File: src/rtl/adxl362_spi_engine.sv
// ADXL362-style SPI slave engine.
// Decodes host SPI transactions (mode 0) into register-file writes/reads and
// sample-FIFO pops; serialises read/FIFO data back on MISO, MSB first.
// Ports:
//   clk_16mhz, rst       - sole clock, synchronous active-high reset
//   SCLK, MOSI, nCS      - asynchronous SPI inputs from the host
//   MISO                 - serial data to the host
//   address, data_write  - register-file address / write data
//   write, read          - one-cycle register strobes (data_read valid one cycle after read)
//   data_fifo_read       - FIFO head byte; data_fifo_pop pops it
//   busy                 - transaction active; cmd_error pulses on an unknown command
module adxl362_spi_engine #(
  parameter int ADDR_WIDTH  = 6,
  parameter int REG_COUNT   = 64,
  parameter int SYNC_STAGES = 2
) (
  input  logic                  clk_16mhz,
  input  logic                  rst,
  input  logic                  SCLK,
  input  logic                  MOSI,
  input  logic                  nCS,
  output logic                  MISO,
  output logic [ADDR_WIDTH-1:0] address,
  output logic [7:0]            data_write,
  output logic                  write,
  output logic                  read,
  input  logic [7:0]            data_read,
  input  logic [7:0]            data_fifo_read,
  output logic                  data_fifo_pop,
  output logic                  busy,
  output logic                  cmd_error
);

  typedef enum logic [2:0] {
    S_IDLE, S_CMD, S_ADDR, S_WR_DATA, S_RD_DATA, S_FIFO_DATA, S_IGNORE
  } state_e;

  // Synchronisers and edge detection
  logic [SYNC_STAGES-1:0] sclk_sync_q, ncs_sync_q, mosi_sync_q, vld_q;
  logic sclk_prev_q, ncs_prev_q, armed_q;
  logic sclk_s, ncs_s, mosi_s;
  logic sclk_rise, sclk_fall, ncs_fall, ncs_rise;

  assign sclk_s = sclk_sync_q[SYNC_STAGES-1];
  assign ncs_s  = ncs_sync_q[SYNC_STAGES-1];
  assign mosi_s = mosi_sync_q[SYNC_STAGES-1];

  // vld_q marks when the chain holds a real sample again after reset; armed_q
  // then requires nCS to be seen high, so a host still holding nCS low across
  // a reset cannot look like a fresh falling edge.
  always_ff @(posedge clk_16mhz) begin
    if (rst) begin
      sclk_sync_q <= '0;
      ncs_sync_q  <= '1;
      mosi_sync_q <= '0;
      vld_q       <= '0;
      sclk_prev_q <= 1'b0;
      ncs_prev_q  <= 1'b1;
      armed_q     <= 1'b0;
    end else begin
      sclk_sync_q <= {sclk_sync_q[SYNC_STAGES-2:0], SCLK};
      ncs_sync_q  <= {ncs_sync_q[SYNC_STAGES-2:0], nCS};
      mosi_sync_q <= {mosi_sync_q[SYNC_STAGES-2:0], MOSI};
      vld_q       <= {vld_q[SYNC_STAGES-2:0], 1'b1};
      sclk_prev_q <= sclk_s;
      ncs_prev_q  <= ncs_s;
      if (vld_q[SYNC_STAGES-1] && ncs_s) armed_q <= 1'b1;
    end
  end

  assign sclk_rise = sclk_s & ~sclk_prev_q;
  assign sclk_fall = ~sclk_s & sclk_prev_q;
  assign ncs_fall  = ~ncs_s & ncs_prev_q & armed_q;
  assign ncs_rise  = ncs_s & ~ncs_prev_q;

  // Transaction state
  state_e                state_q, state_d;
  logic [2:0]            bit_cnt_q, bit_cnt_d;
  logic [6:0]            rx_q, rx_d;
  logic [7:0]            tx_q, tx_d;
  logic [ADDR_WIDTH-1:0] addr_q, addr_d, addr_next;
  logic [7:0]            dw_q, dw_d;
  logic                  cmd_rd_q, cmd_rd_d;
  logic                  write_q, write_d, read_q, read_d, pop_q, pop_d;
  logic                  err_q, err_d, cap_q, cap_d;
  logic [7:0]            rx_byte;

  assign rx_byte   = {rx_q, mosi_s};
  assign addr_next = (addr_q == ADDR_WIDTH'(REG_COUNT - 1)) ? '0 : addr_q + ADDR_WIDTH'(1);

  always_comb begin
    state_d   = state_q;
    bit_cnt_d = bit_cnt_q;
    rx_d      = rx_q;
    tx_d      = tx_q;
    addr_d    = addr_q;
    dw_d      = dw_q;
    cmd_rd_d  = cmd_rd_q;
    write_d   = 1'b0;
    read_d    = 1'b0;
    pop_d     = 1'b0;
    err_d     = 1'b0;
    // A read or pop strobe is followed one cycle later by a capture of the
    // returned byte into the shift-out register.
    cap_d     = read_q | pop_q;

    if (write_q) addr_d = addr_next;

    if (state_q == S_IDLE) begin
      bit_cnt_d = '0;
      tx_d      = '0;
      if (ncs_fall) state_d = S_CMD;
    end else begin
      // No shift on the falling edge that ends a byte (bit count back at 0),
      // so a freshly loaded byte keeps bit 7 on MISO until its first rise.
      if (sclk_rise) begin
        rx_d      = rx_byte[6:0];
        bit_cnt_d = bit_cnt_q + 3'd1;
      end else if (sclk_fall && bit_cnt_q != 3'd0) begin
        tx_d = {tx_q[6:0], 1'b0};
      end
      if (cap_q) tx_d = (state_q == S_FIFO_DATA) ? data_fifo_read : data_read;

      if (sclk_rise && bit_cnt_q == 3'd7) begin
        unique case (state_q)
          S_CMD: begin
            unique case (rx_byte)
              8'h0A:   begin state_d = S_ADDR; cmd_rd_d = 1'b0; end
              8'h0B:   begin state_d = S_ADDR; cmd_rd_d = 1'b1; end
              8'h0D:   begin state_d = S_FIFO_DATA; tx_d = data_fifo_read; end
              default: begin state_d = S_IGNORE; err_d = 1'b1; end
            endcase
          end
          S_ADDR: begin
            addr_d  = rx_byte[ADDR_WIDTH-1:0];
            state_d = cmd_rd_q ? S_RD_DATA : S_WR_DATA;
            read_d  = cmd_rd_q;
          end
          S_WR_DATA: begin
            dw_d    = rx_byte;
            write_d = 1'b1;
          end
          S_RD_DATA: begin
            addr_d = addr_next;
            read_d = 1'b1;
          end
          S_FIFO_DATA: pop_d = 1'b1;
          default: ;
        endcase
      end

      // Any byte-done action above still completes when nCS rises together.
      if (ncs_rise) state_d = S_IDLE;
    end
  end

  always_ff @(posedge clk_16mhz) begin
    if (rst) begin
      state_q   <= S_IDLE;
      bit_cnt_q <= '0;
      rx_q      <= '0;
      tx_q      <= '0;
      addr_q    <= '0;
      dw_q      <= '0;
      cmd_rd_q  <= 1'b0;
      write_q   <= 1'b0;
      read_q    <= 1'b0;
      pop_q     <= 1'b0;
      err_q     <= 1'b0;
      cap_q     <= 1'b0;
    end else begin
      state_q   <= state_d;
      bit_cnt_q <= bit_cnt_d;
      rx_q      <= rx_d;
      tx_q      <= tx_d;
      addr_q    <= addr_d;
      dw_q      <= dw_d;
      cmd_rd_q  <= cmd_rd_d;
      write_q   <= write_d;
      read_q    <= read_d;
      pop_q     <= pop_d;
      err_q     <= err_d;
      cap_q     <= cap_d;
    end
  end

  assign MISO          = ((state_q == S_RD_DATA) || (state_q == S_FIFO_DATA)) ? tx_q[7] : 1'b0;
  assign address       = addr_q;
  assign data_write    = dw_q;
  assign write         = write_q;
  assign read          = read_q;
  assign data_fifo_pop = pop_q;
  assign busy          = (state_q != S_IDLE);
  assign cmd_error     = err_q;

endmodule

File: config.mk
export PLATFORM = sky130hd
export DESIGN_NAME = adxl362_spi_engine
export DESIGN_NICKNAME = d
export VERILOG_FILES = /design/src/rtl/adxl362_spi_engine.sv
export SDC_FILE = /design/constraint.sdc
export NUM_CORES = 1
export LEC_CHECK = 0
export ABC_AREA = 1
export BUFFER_PORTS_ARGS = -buffer_cell sky130_fd_sc_hd__buf_2
export CAP_MARGIN = 20
export CORE_MARGIN = 4
export CORE_UTILIZATION = 30
export DETAILED_ROUTE_END_ITERATION = 7
export GPL_TIMING_DRIVEN = 0
export PLACE_DENSITY_LB_ADDON = 0.12
export SYNTH_ARGS = -nofsm -noshare
export SYNTH_HDL_FRONTEND = slang
export SYNTH_SLANG_ARGS = --single-unit
File: constraint.sdc
create_clock -name clk_16mhz -period 2.2 [get_ports clk_16mhz]
set_input_delay 0.44 -clock clk_16mhz [delete_from_list [all_inputs] [get_ports clk_16mhz]]
set_output_delay 0.44 -clock clk_16mhz [all_outputs]
set_load 0.05 [all_outputs]
== After elaboration in Yosys (flattened, before gate mapping) ==
Index checks and enable logic that the tools add are counted.

* $add $sub $neg: 2
* Multipliers: 0
* Divide/modulo/power cells: 0
* $lt $le $gt $ge: 0
* Eq/ne operators: 11
* Shifts and indexed selects: 0
* Mux-type cells: 26
* Bitwise operators: 13
* Reduce and logical (&&, ||, !) cells: 19

{| class="wikitable"
|+ Operator list
! operator !! number
|-
| 8-bit two-way mux || 7
|-
| 8-bit by 4-bit == test with 1-bit output, second input constant || 3
|-
| 6-bit two-way mux || 4
|-
| 3-bit two-way mux || 5
|-
| 3-bit case mux with 2 select lines || 2
|-
| 6-bit case mux with 2 select lines || 1
|-
| 3-bit == test, second input constant || 3
|-
| 3-bit nonzero test || 3
|-
| 1-bit NOT || 7
|-
| 6-bit by 1-bit adder with 6-bit output, second input constant || 1
|-
| 3-bit by 2-bit == test with 1-bit output, second input constant || 2
|-
| 6-bit == test, second input constant || 1
|-
| 3-bit AND reduction || 2
|-
| 3-bit OR reduction || 2
|-
| 1-bit bitwise AND || 5
|-
| 1-bit two-way mux || 5
|-
| 1-bit case mux with 2 select lines || 2
|-
| 4-bit AND reduction || 1
|-
| 4-bit nonzero test || 1
|-
| 2-bit OR reduction || 2
|-
| 4-bit OR reduction || 1
|-
| 3-bit by 1-bit adder with 3-bit output, second input constant || 1
|-
| 3-bit by 1-bit == test with 1-bit output, second input constant || 1
|-
| 1-bit logical AND || 3
|-
| 6 further kinds || 6
|}

* Register bits after elaboration: 52
* Bits in latches: 0
* Memory bits (writable): 0
* Bits in read-only memories: 0
* Output and inout bits: 20
* Logic and storage cells: 91
* Memories kept: 0

== Logic depth before layout (Yosys ltp) ==
Gate-level depths: netlist of run 1.

* Depth in word-level cells: 9
* Gate-level depth with buffers: 10

== Worst setup path before layout of run 1 ==
OpenSTA, ideal clock, no wires.

* Path kind: register to register
* Start: register addr_q[0] (netlist: address[0])
* End: register addr_q[5] (netlist: address[5])
* Library setup time: 112 ps
* Data arrival time: 1,541 ps
* Data required time: 2,088 ps
* Slack: 546 ps
* Cell stages (with the launch flop): 11
* Path buffers: 0
* Period minus slack after synthesis: 1,654 ps
* Cell sequence: dfxtp_1 > ha_1 > nand2_1 > inv_1 > nand3_1 > nand2_1 > nand2_1 > nand2_1 > nand2_1 > nand2_1 > nand2_1

* Cells in the longest elaborated chain, start to end: 6
* Elaborated cells between the ends (all ways): 7
* Those cells by class: add/sub (1); eq/ne (1); mux (5)

{| class="wikitable"
|+ RTL lines
! item !! RTL line !! text
|-
| start, declared || 81 || <nowiki>logic [ADDR_WIDTH-1:0] addr_q, addr_d, addr_next;</nowiki>
|-
| start signal, assigned || 176 || <nowiki>addr_q <= addr_d;</nowiki>
|-
| 6-bit by 1-bit adder with 6-bit output or 6-bit == test (tied branches) || 89 || <nowiki>assign addr_next = (addr_q == ADDR_WIDTH'(REG_COUNT - 1)) ? '0 : addr_q + ADDR_WIDTH'(1);</nowiki>
|-
| 6-bit two-way mux * || 89 ||
|-
| 6-bit two-way mux || 107 || <nowiki>if (write_q) addr_d = addr_next;</nowiki>
|-
| 6-bit case mux with 2 select lines || 125 || <nowiki>unique case (state_q)</nowiki>
|-
| 6-bit two-way mux || 124 || <nowiki>if (sclk_rise && bit_cnt_q == 3'd7) begin</nowiki>
|-
| 6-bit two-way mux * || 109 || <nowiki>if (state_q == S_IDLE) begin</nowiki>
|}

Every way passes the cells marked *; elsewhere a longest branch is shown, timed or not.
A chain may end at the register's enable or synchronous reset.

== Final worst setup path of run 1 ==
* Start: register state_q[2]
* End: output busy

* Cells in the longest elaborated chain, start to end: 1

{| class="wikitable"
|+ RTL lines
! item !! RTL line !! text
|-
| start, declared || 77 || <nowiki>state_e state_q, state_d;</nowiki>
|-
| start signal, assigned || 172 || <nowiki>state_q <= state_d;</nowiki>
|-
| 3-bit nonzero test || 193 || <nowiki>assign busy = (state_q != S_IDLE);</nowiki>
|-
| end, declared || 30 || <nowiki>output logic busy,</nowiki>
|}

No other way between the ends.

==> reports/summary.txt, run 1 <==
status = completed
Lkg Pwr = 1.337 nW
Worst setup EP type = output port
n_diodes = 0
Layout fillers = 851
largest cells by area after synthesis = dfxtp_1, nand2_1, nor2_1
Die Wd = 99.04 um
cts bufs inserted = 5
drt first-iter violations = 88
crit-path cells = nor2_4 -> nand2_4 -> buf_2
Syn Inst Count = 359
Sink Count = 52
CTS Buffer Depth = 2
IO Pins = 41
I/O Buffers = 40
Setup CP Type = register to output port
post-CTS setup buffer count = 0
flops & latches, synth = 52
CTS tree = built
Mapped Nets = 384
Routed wire per std cell = 12.05 um
CP bufs+invs = 1
delay-heaviest family, CP = flip-flops
Worst VDD drop = 0.3424 mV
Area Overhead vs Synth = 17.82%
total grt overflow = 0
RSZ-0062 raised after global routing = no
top cell type's share of synthesized area = 41.87%
first-pass GRT wire length = 10650 um
Avg Inst Size Synth = 6.925 um^2
DRC Markers = 0
Synth Area in XOR/XNOR = 0.3523%
WP data arrival = 1.28 ns
Final GP Congestion = 0.8653
Post-Route Skew = 0.009383 ns
layout cell share with drive strength beyond 1 = 17.94%
DP Cell Count = 501
Slew Limit Fails = 0
storage element area = 1041 um^2
Pwr Density = 612.6 nW/um^2
Slowest-stage cell, CP = dfxtp_1
Synth area leader = dfxtp_1
Synth Area in Compound Gates = 12.38%
total core area = 7888 um^2
nets = 431
top_reg_cell synth = dfxtp_1
Adder-Cell Fraction of Synth Area = 2.013%
Yosys cell types = 29
Max Cap Viol = 0
clk slew on worst S/H paths = 0.09 ns
1st-pass router iterations = 4
Hold Path Class = input port to register
Commonest cells post-synth = nand2_1, dfxtp_1, nor2_1
final hold viol count = 0
antenna violations before repair = 0
Post-synth ARST share = 0%
H-Tree Depth = 2
Final TNS setup = 0 ns
multi-input logic area = 1257 um^2
Starting Density = 31.52%
EDFF count, synth = 0
sequential area share after synthesis = 41.87%
Total GRT Usage = 13.08%
# setup viols final = 0
count leader, synth = nand2_1
DIE AREA = 9808 um^2
clock latency at the later pin of the worst-skew pair = 0.31 ns
clock period minus worst slack = 1.723 ns
Avg Vias per Cell = 4.676
Peak Freq = 580.5 MHz
floorplan row count = 32
Slew @ Worst Pin = 0.4708 ns
final wirelength = 6133 um
# hold bufs at CTS = 0
Worst EP required = 1.76 ns
Yosys warnings = 0
Synth Area in Simple Gates = 35.83%
Startpoint Class = register
Rel. slew slack = 68.61%
CTS-repair resized insts = 0
period utilization = 78.31%
hpwl dp = 4635 um
multiplexer share of the synthesized area = 0%
number of global-route vias before repair = 2278
Largest stage delay, worst path = 0.48 ns
largest net degree at the start of global routing = 18
total number of vias = 2380
largest family of logic cells by synthesized area = simple AND/OR/NAND/NOR gates
post-route ant nets = 0
Mapped Area = 2486 um^2
Root Buffer = clkbuf_8
worst-path fanout max = 6
Die Height = 99.04 um
Final Instance Count excl. Fillers = 509
[where the power goes]
part           internal [mW]  switching, mW  leakage [nW]
Combinational         0.0495         0.0998         0.861
Sequential             0.957         0.0148         0.421
Clock                  0.343          0.330        0.0548
Total                   1.35          0.445          1.34
[through the flow]
step	power (mW)	setup WS (ns)	cell area (um^2)	hold slack (ns)	util, %
after global placement	1.144	0.5632	2814	0.3910	35.68
after CTS	1.829	0.4560	2929	0.3063	37.14
final	1.794	0.4773	2929	0.3155	37.14
after floorplan	1.094	0.5464	2486	0.3883	-
after detailed placement	1.144	0.6092	2814	0.3950	35.68
after global routing	1.888	0.3823	2929	0.3196	37.14
[state kept, by name, summed over array words and instances (netlist names), 2 cells and up]
| signal | count |
|---|---|
| data_write | 8 |
| mosi_sync_q | 2 |
| rx_q | 7 |
| sclk_sync_q | 2 |
| state_q | 3 |
| vld_q | 2 |
| tx_q | 8 |
| address | 6 |
| bit_cnt_q | 3 |
| ncs_sync_q | 2 |
[layer usage]
layer | global-route usage, % | wire (um) | vias up | share of wire (%)
met1 | 17.53 | 3017 | 1065 | 49
li1 | - | - | 1257 | -
met3 | 3.043 | 280 | 10 | 4.6
met4 | 4.097 | 121 | 0 | 2.0
met5 | 0 | 0 | - | 0
met2 | 20.82 | 2714 | 48 | 44
[worst paths after layout]
path / endpoint / cells past startpoint / slack, ns / start
worst min-delay path: ncs_sync_q[0] / 2 / 0.32 / nCS
worst max register to register: tx_q[0] / 7 / 0.59 / bit_cnt_q[0]
worst max-delay path: busy / 3 / 0.48 / state_q[2]
worst min register to register: mosi_sync_q[1] / 2 / 0.41 / mosi_sync_q[0]
[layout make-up]
class	count	share of cell area, %
plain buffers	8	1.666
clock buffers	5	2.349
clock inverters	3	1.581
inverters	37	4.742
multi-input cells	262	42.93
flip-flops and latches	52	35.54
well taps	102	4.357
repair buffers	40	6.835
[cells by family after synthesis]
family          after synthesis
compound gates               60
xor+xnor                      1
fa+ha+maj                     4
buf+inv                      45
flops                        52
simple gates                197
[layout by cell type (no fill, tap or decap), drive strengths merged]
master    instances
nor2             53
ha                4
clkbuf            8
a21oi            25
o22ai             2
clkinvlp          1
o21ai            31
nor2b             1
dfxtp            52
inv              37
nor4b             1
nand4             9
o21bai            1
buf              45
nand2            95
or2               2
nor3              2
xor2              1
clkinv            1
nand3            34
a211oi            1
bufinv            1
Power figures use the tool's default switching activity.
==> inputs of run 2 (changes only) <==
==> constraint.sdc (replaced) <==
create_clock -name clk_16mhz -period 1.6 [get_ports clk_16mhz]
set_input_delay 0.32 -clock clk_16mhz [delete_from_list [all_inputs] [get_ports clk_16mhz]]
set_output_delay 0.32 -clock clk_16mhz [all_outputs]
set_load 0.05 [all_outputs]
==> reports/summary.txt, run 2 (same netlist as run 1, synthesis figures left out) <==
Placed Area = 2816 um^2
# setup viols final = 0
final hold viol count = 0
H-Tree Depth = 2
number of global-route vias before repair = 2225
n_diodes = 0
Max Cap Viol = 0
most frequent CP cell = nand2_4
clock period minus worst slack = 1.519 ns
first-pass GRT wire length = 10520 um
total core area = 7888 um^2
total number of vias = 2389
Startpoint Class = register
worst flop-to-flop path endpoint = tx_q[5]
clk slew on worst S/H paths = 0.09 ns
period utilization = 94.96%
floorplan row count = 32
min setup slack post-route = 0.08065 ns
Peak Freq = 658.2 MHz
Worst Min Path Start = nCS
Pwr Density = 787.9 nW/um^2
drt first-iter violations = 96
total grt overflow = 0
CTS tree = built
DRC Markers = 0
DIE AREA = 9808 um^2
fin area = 2982 um^2
WP data arrival = 1.72 ns
1st-pass router iterations = 4
Slew @ Worst Pin = 0.4581 ns
Worst setup EP type = register
Lkg Pwr = 1.355 nW
Hold Crit Depth = 2
layout cell share with drive strength beyond 1 = 21.08%
I/O Buffers = 40
Root Buffer = clkbuf_8
CTS Buffer Depth = 2
most frequent cells in the layout = nand2_1, dfxtp_1, nor2_1
Worst EP required = 1.80 ns
Routed wire per std cell = 12.03 um
Setup WS pre-CTS = -0.006695 ns
Die Wd = 99.04 um
Total GRT Usage = 12.97%
# hold bufs at CTS = 0
cts bufs inserted = 5
Area Overhead vs Synth = 19.93%
commonest non-fill, non-tap cell in the layout = nand2_1
Rel. slew slack = 69.46%
clock latency at the later pin of the worst-skew pair = 0.30 ns
Setup CP Type = register to register
Worst VDD drop = 0.4753 mV
Sink Count = 52
Slew Limit Fails = 0
crit-path cells = ha_2 -> ha_4 -> nand2_4 -> nor2_4 -> nand2_4 -> buf_6 -> o21ai_1 -> a21oi_1
status = completed
final wirelength = 6137 um
nets = 433
Final GP Congestion = 0.8930
Avg Vias per Cell = 4.684
post-route ant nets = 0
IO Pins = 41
hold endpoint = ncs_sync_q[0]
RSZ-0062 raised after global routing = no
r2r startpoint = bit_cnt_q[1]
antenna violations before repair = 0
r2r worst-path depth = 8
hpwl dp = 4590 um
Slowest-stage cell, CP = dfxtp_1
worst-path fanout max = 10
Die Height = 99.04 um
Starting Density = 31.52%
largest net degree at the start of global routing = 15
Post-Route Skew = 0.006712 ns
R2R Setup Slk = 0.08 ns
Largest stage delay, worst path = 0.37 ns
Hold Path Class = input port to register
[run 2: changes by cell type in the layout (fill, tap and decap cells not counted), moves of 2 or more]
cell,before,now
nor2_2,2,4
o21ai_0,27,25
clkbuf_8,5,7
dfxtp_2,0,5
nor2_1,48,46
ha_1,4,2
buf_4,0,3
dfxtp_1,52,47
o21ai_1,4,6
[run 2: power breakdown]
part | internal [mW] | switching (mW)
logic | 0.0711 | 0.141
clock network | 0.386 | 0.415
registers | 1.32 | 0.0200
[run 2: worst max-delay path by stage]
stage	slack [ns]	endpoint	from	cells past startpoint
floorplan	0.13	MISO	state_q[2]	2
global placement	-0.02	tx_q[0]	bit_cnt_q[0]	7
detailed placement	-0.007	tx_q[0]	bit_cnt_q[0]	7
CTS	0.03	tx_q[6]	bit_cnt_q[0]	8
global route	0.003	tx_q[4]	bit_cnt_q[1]	8
finish	0.08	tx_q[5]	bit_cnt_q[1]	8
[run 2: layer usage]
metal	part of all wire, %	vias up	GRT usage [%]
met1	50	1068	18.02
met2	44	57	19.99
met5	0	-	0
met4	1.0	0	3.992
met3	5.1	6	2.902
li1	-	1258	-
[run 2: worst max-delay path, delay by kind of cell, from the launching register on]
kind	cells	cell delay (ns)
compound gates	2	0.17
fa+ha+maj	2	0.36
buf+inv	1	0.16
flops	1	0.37
simple gates	3	0.36
[run 2: final cells by class]
class / count / area, um^2
Multi-Input combinational cell: 262 / 1305
Inverter: 37 / 138.9
Buffer: 8 / 48.80
Fill cell: 876 / 4906
Clock buffer: 7 / 96.34
Timing Repair Buffer: 42 / 217.7
Sequential cell: 52 / 1047
Tap cell: 102 / 127.6
[run 2: stage by stage]
stage                     utilization (%)  total power, mW  std cells    TNS, ns  hold slack [ns]
after CTS                           37.02            2.379        508          0           0.1894
after floorplan                         -            1.505        359          0           0.3817
after global routing                37.80            2.463        510          0           0.1940
after detailed placement            35.71            1.573        501  -0.006695           0.3933
final                               37.80            2.349        510          0           0.1947
after global placement              35.71            1.573        501   -0.02429           0.3912
[run 2: repair_timing]
item | in CTS | in global routing
buffers inserted | 0 | 2
setup endpoints to repair | 2 | 23
pin swaps | 0 | 1
gates resized for setup | 2 | 14
